===== src/rtl/btn_debounce.sv =====
// Two-channel push-button debouncer: 2-flop synchronizer, then a stability FSM per bit.
// Level changes L+2 edges after a stable raw change; press/release are registered one-cycle pulses.
module btn_debounce #(
  parameter int DEBOUNCE_CNT = 1_000_000,
  parameter int TURBO_CNT    = 1_000
) (
  input  logic       clk,
  input  logic       reset,
  input  logic       turbosim,
  input  logic [1:0] buttons,
  output logic [1:0] btn_level,
  output logic [1:0] btn_press,
  output logic [1:0] btn_release
);

  localparam int MAXC = (DEBOUNCE_CNT > TURBO_CNT) ? DEBOUNCE_CNT : TURBO_CNT;
  localparam int CW   = (MAXC > 2) ? $clog2(MAXC) : 1;

  typedef enum logic [1:0] {LOW, RISE_WAIT, HIGH, FALL_WAIT} state_e;

  logic [1:0]    sync1_q, sync2_q;
  state_e        state_q [2];
  state_e        state_d [2];
  logic [CW-1:0] cnt_q   [2];
  logic [CW-1:0] cnt_d   [2];
  logic [1:0]    press_q, press_d;
  logic [1:0]    rel_q, rel_d;
  logic [CW-1:0] lim_m1;

  // Limit is re-evaluated every cycle; the >= compare lets a shrinking limit finish at once.
  assign lim_m1 = turbosim ? CW'(TURBO_CNT - 1) : CW'(DEBOUNCE_CNT - 1);

  always_ff @(posedge clk or posedge reset) begin
    if (reset) begin
      sync1_q <= 2'b00;
      sync2_q <= 2'b00;
      press_q <= 2'b00;
      rel_q   <= 2'b00;
      for (int i = 0; i < 2; i++) begin
        state_q[i] <= LOW;
        cnt_q[i]   <= '0;
      end
    end else begin
      sync1_q <= buttons;
      sync2_q <= sync1_q;
      press_q <= press_d;
      rel_q   <= rel_d;
      for (int i = 0; i < 2; i++) begin
        state_q[i] <= state_d[i];
        cnt_q[i]   <= cnt_d[i];
      end
    end
  end

  always_comb begin
    press_d = 2'b00;
    rel_d   = 2'b00;
    for (int i = 0; i < 2; i++) begin
      state_d[i] = state_q[i];
      cnt_d[i]   = '0;
      case (state_q[i])
        LOW: begin
          if (sync2_q[i]) begin
            state_d[i] = RISE_WAIT;
            cnt_d[i]   = CW'(1);
          end
        end
        RISE_WAIT: begin
          if (!sync2_q[i]) begin
            state_d[i] = LOW;
          end else if (cnt_q[i] >= lim_m1) begin
            state_d[i] = HIGH;
            press_d[i] = 1'b1;
          end else begin
            cnt_d[i] = cnt_q[i] + CW'(1);
          end
        end
        HIGH: begin
          if (!sync2_q[i]) begin
            state_d[i] = FALL_WAIT;
            cnt_d[i]   = CW'(1);
          end
        end
        FALL_WAIT: begin
          if (sync2_q[i]) begin
            state_d[i] = HIGH;
          end else if (cnt_q[i] >= lim_m1) begin
            state_d[i] = LOW;
            rel_d[i]   = 1'b1;
          end else begin
            cnt_d[i] = cnt_q[i] + CW'(1);
          end
        end
        default: begin
          state_d[i] = LOW;
        end
      endcase
    end
  end

  always_comb begin
    btn_level = 2'b00;
    for (int i = 0; i < 2; i++) begin
      btn_level[i] = (state_q[i] == HIGH) || (state_q[i] == FALL_WAIT);
    end
  end

  assign btn_press   = press_q;
  assign btn_release = rel_q;

endmodule


===== config.mk =====
export PLATFORM = sky130hd
export DESIGN_NAME = btn_debounce
export DESIGN_NICKNAME = d
export VERILOG_FILES = /design/src/rtl/btn_debounce.sv
export SDC_FILE = /design/constraint.sdc
export NUM_CORES = 1
export LEC_CHECK = 0
export CORE_ASPECT_RATIO = 2
export CORE_MARGIN = 2
export CORE_UTILIZATION = 55
export CTS_BUF_LIST = sky130_fd_sc_hd__clkbuf_16
export DETAILED_ROUTE_END_ITERATION = 7
export GPL_TIMING_DRIVEN = 0
export PLACE_DENSITY = 0.85
export SLEW_MARGIN = 20
export SYNTH_ARGS = -nofsm -noshare
export SYNTH_HDL_FRONTEND = slang
export SYNTH_SLANG_ARGS = --single-unit

===== constraint.sdc =====
create_clock -name clk -period 2.15 [get_ports clk]
set_input_delay 0.43 -clock clk [delete_from_list [all_inputs] [get_ports clk]]
set_output_delay 0.43 -clock clk [all_outputs]
set_load 0.005 [all_outputs]

==> flow_summary_export.csv <==
group,metric,value,unit
setup_path,worstSetupPathType,"flip-flop to flip-flop",
grt,grt_pass1_vias,2305,
power,p_leak,1.43,nW
timing,clock_skew,2.60,ps
timing,worst_slew_pin_slew,595,ps
cts,ctsRootBufferMaster,"clkbuf_16",
yosys,synth_xor_area_frac,0.111,
yosys,netlist_instances,284,
timing,rsz0062_at_grt,"true",
place,place.gp.congestion,0.830,
detailed_routing,ant_nets,0,
floorplanning,dieArea,6110,µm²
cts,h-tree-depth,2,
yosys,ys_ff_latch,52,
finish,antenna_cells,0,
power,peakVddDrop,0.584,mV
detailed_routing,dr.pass1.iters,4,
setup_path,crit_chain,"ha_1 -> nand4_2 -> a21oi_1 -> a2111oi_4 -> buf_4 -> a31oi_4 -> mux2_1",
detailed_routing,avgViaCountPerCell,5.80,
finish,postLayoutCoreUtil,0.655,
yosys,synthTopCellsByArea,"dfrtp_1 (43%), ha_1 (9.2%), xnor2_1 (5.5%)",
floorplanning,initial_core_util,0.564,
setup_path,cp_top_family,"compound AO/OA/AOI/OAI gates",
yosys,synth_fp_nets,311,
setup_path,path_buf_inv,1,
cts,numCtsBuffers,5,
finish,area_growth_syn_to_layout,16.2,%
timing,finalMaxSlewViolations,0,
yosys,synth_area,3000,µm²
setup_path,start_kind,"flip-flop",
grt,antenna_found_initial,0,
setup_path,cp_slowest_cell,"dfrtp_1",
place,post-dp-hpwl,4.08,mm
yosys,yosysSeqAreaShare,0.433,
detailed_routing,vias,2156,
timing,slew_headroom,0.603,
run_status,outcome,"finished clean",
setup_path,critPathMaxFanout,4,
yosys,synth-compound-area-share,0.0558,
run,cap_viol_max_count,0,
detailed_routing,routed_wirelength,6.04,mm
floorplanning,ioPinCount,11,
grt,track_usage,0.214,
setup_path,critical-path-max-stage-delay,440,ps
grt,grt_max_degree,28,
yosys,synth-adder-area-share,0.0916,
finish,regArea,1300,µm²
detailed_routing,wl_per_cell,16.2,µm
cts,cts_sinks,52,
min_path,min_path_type,"flip-flop to flip-flop",
finish,nets,338,
timing,period_needed,2110,ps
yosys,synth_most_common_cell,"dfrtp_1",
grt,busiest_layer,"met2",
finish,drive_gt1_frac,0.183,
grt,use_met1,0.252,
yosys,synthMuxAreaShare,0.00750,
setup_path,cp.required,2320,ps
yosys,yosys.area.top_type,"dfrtp_1",
finish,nFillCells,398,
setup_path,cp.arrival,2270,ps
floorplanning,rows,38,
cts,cts_tree,"yes",
detailed_routing,drc,0,
yosys,postSynth.asyncResetShare,1.00,
yosys,synth_flop_cell,"dfrtp_1",
floorplanning,die_h,109,µm
timing,setup_ws,41.9,ps
cts,clkTransAtPathRegs,60,ps
yosys,synth.top_cell.area_share,0.433,
finish,multi_input_area,1700,µm²
yosys,synth_edf_count,0,
timing,hold_viol_final,0,
cts,insertion_delay,280,ps
grt,grt-ovfl-total,0,
grt,grt_pass1_wl,10.4,mm
yosys,synthTopCellsByCount,"dfrtp_1 (52), nor2_1 (36), ha_1 (22)",
yosys,synth_top_family_by_area,"simple AND/OR/NAND/NOR gates",
place,io_buffers,10,
floorplanning,coreArea,5330,µm²
timing,setup_viol,0,
timing,max_freq,474,MHz
grt,grt_util_met2,0.393,
floorplanning,die_x,56.3,µm
grt,met3_usage,0.0371,
yosys,synthSimpleGateAreaFrac,0.275,
detailed_routing,drtIter0Drc,90,
cts,ctsLongestPathBuffers,2,
timing,period_share,0.980,
setup_path,endpoint_kind,"flip-flop",
yosys,synthDistinctLibCells,31,
cts,cts_hold_buf,0,
yosys,synth_warnings,0,
place,pre_cts_slack,-1220,ps
yosys,syn-mean-instance-area,10.6,µm²
power,power.density,532,nW/µm²
-- state kept, by name, summed over array words and instances, names as in the netlist, named ones only --
signal / flops
state_q: 2
sync2_q: 2
btn_press: 2
sync1_q: 2
cnt_q: 40
btn_release: 2
-- layout by cell type, fill, tap and decap left out, types with 3 or more instances in the layout --
cell type / n
nor2_2: 10
dfrtp_1: 52
clkbuf_1: 4
nor2_4: 9
nand3_1: 14
clkbuf_16: 5
inv_1: 11
and3_1: 5
xnor2_1: 19
nor2_1: 36
buf_4: 9
nand2_1: 18
nor3_2: 3
nand4_1: 8
nand4_4: 4
a21oi_1: 8
clkdlybuf4s50_1: 9
xor2_1: 19
nor3_1: 6
and3b_1: 4
ha_1: 21
and4_1: 5
-- per-layer routing --
layer	part of all wire	vias to the layer above	wire length, µm
met1	0.41	1067	2480
met2	0.54	40	3250
met5	0	-	0
met4	0.022	0	132
met3	0.030	13	184
li1	-	1036	-
-- cell families (layout without fill, tap and decap cells) --
group,after synthesis,after routing
buf+inv,17,45
mux,2,2
xor+xnor,38,38
compound gates,20,20
simple gates,133,133
fa+ha+maj,22,22
flops,52,52
-- report_power, final --
| part | internal [mW] | switching (mW) |
|---|---|---|
| clock | 0.419 | 0.319 |
| sequential | 0.989 | 0.00996 |
| combinational | 0.0430 | 0.0760 |
| total | 1.45 | 0.405 |
-- timing repair --
item                                    CTS  global route
resized for setup                        14             6
pin swaps                                 6             7
setup buffers                             3             6
endpoints found under the setup margin   48            22
-- worst paths after layout --
| kind | endpoint | startpoint | slack (ps) | depth (start not counted) |
|---|---|---|---|---|
| max | flip-flop | cnt_q[17] | 40 | 7 |
| min | sync2_q[1] | sync1_q[1] | 360 | 0 |
| max reg2reg | flip-flop | cnt_q[17] | 40 | 7 |
| min reg2reg | sync2_q[1] | sync1_q[1] | 360 | 0 |
| max in group asynchronous | cnt_q[35] | reset | 1080 | 3 |
| min in group asynchronous | sync1_q[1] | reset | 530 | 2 |
-- layout make-up --
type	count	area share
buffer	6	0.0108
clock buffer	5	0.0359
clock inverter	3	0.00323
inverter	11	0.0129
multi-input combinational	215	0.488
sequential	52	0.373
tap	60	0.0215
timing repair buffer	20	0.0552
-- stage by stage --
stage	hold WS, ps	instances	setup TNS [ps]	instance area [µm²]	power (mW)
5_1_grt	371	372	-93.6	3490	1.92
6_report	360	372	0	3490	1.86
3_3_place_gp	338	354	-68020	3180	1.12
4_1_cts	360	366	-11.6	3410	1.87
3_5_place_dp	343	355	-50610	3200	1.13
2_1_floorplan	331	284	0	3000	1.09
(Power assumes the default switching activity.)
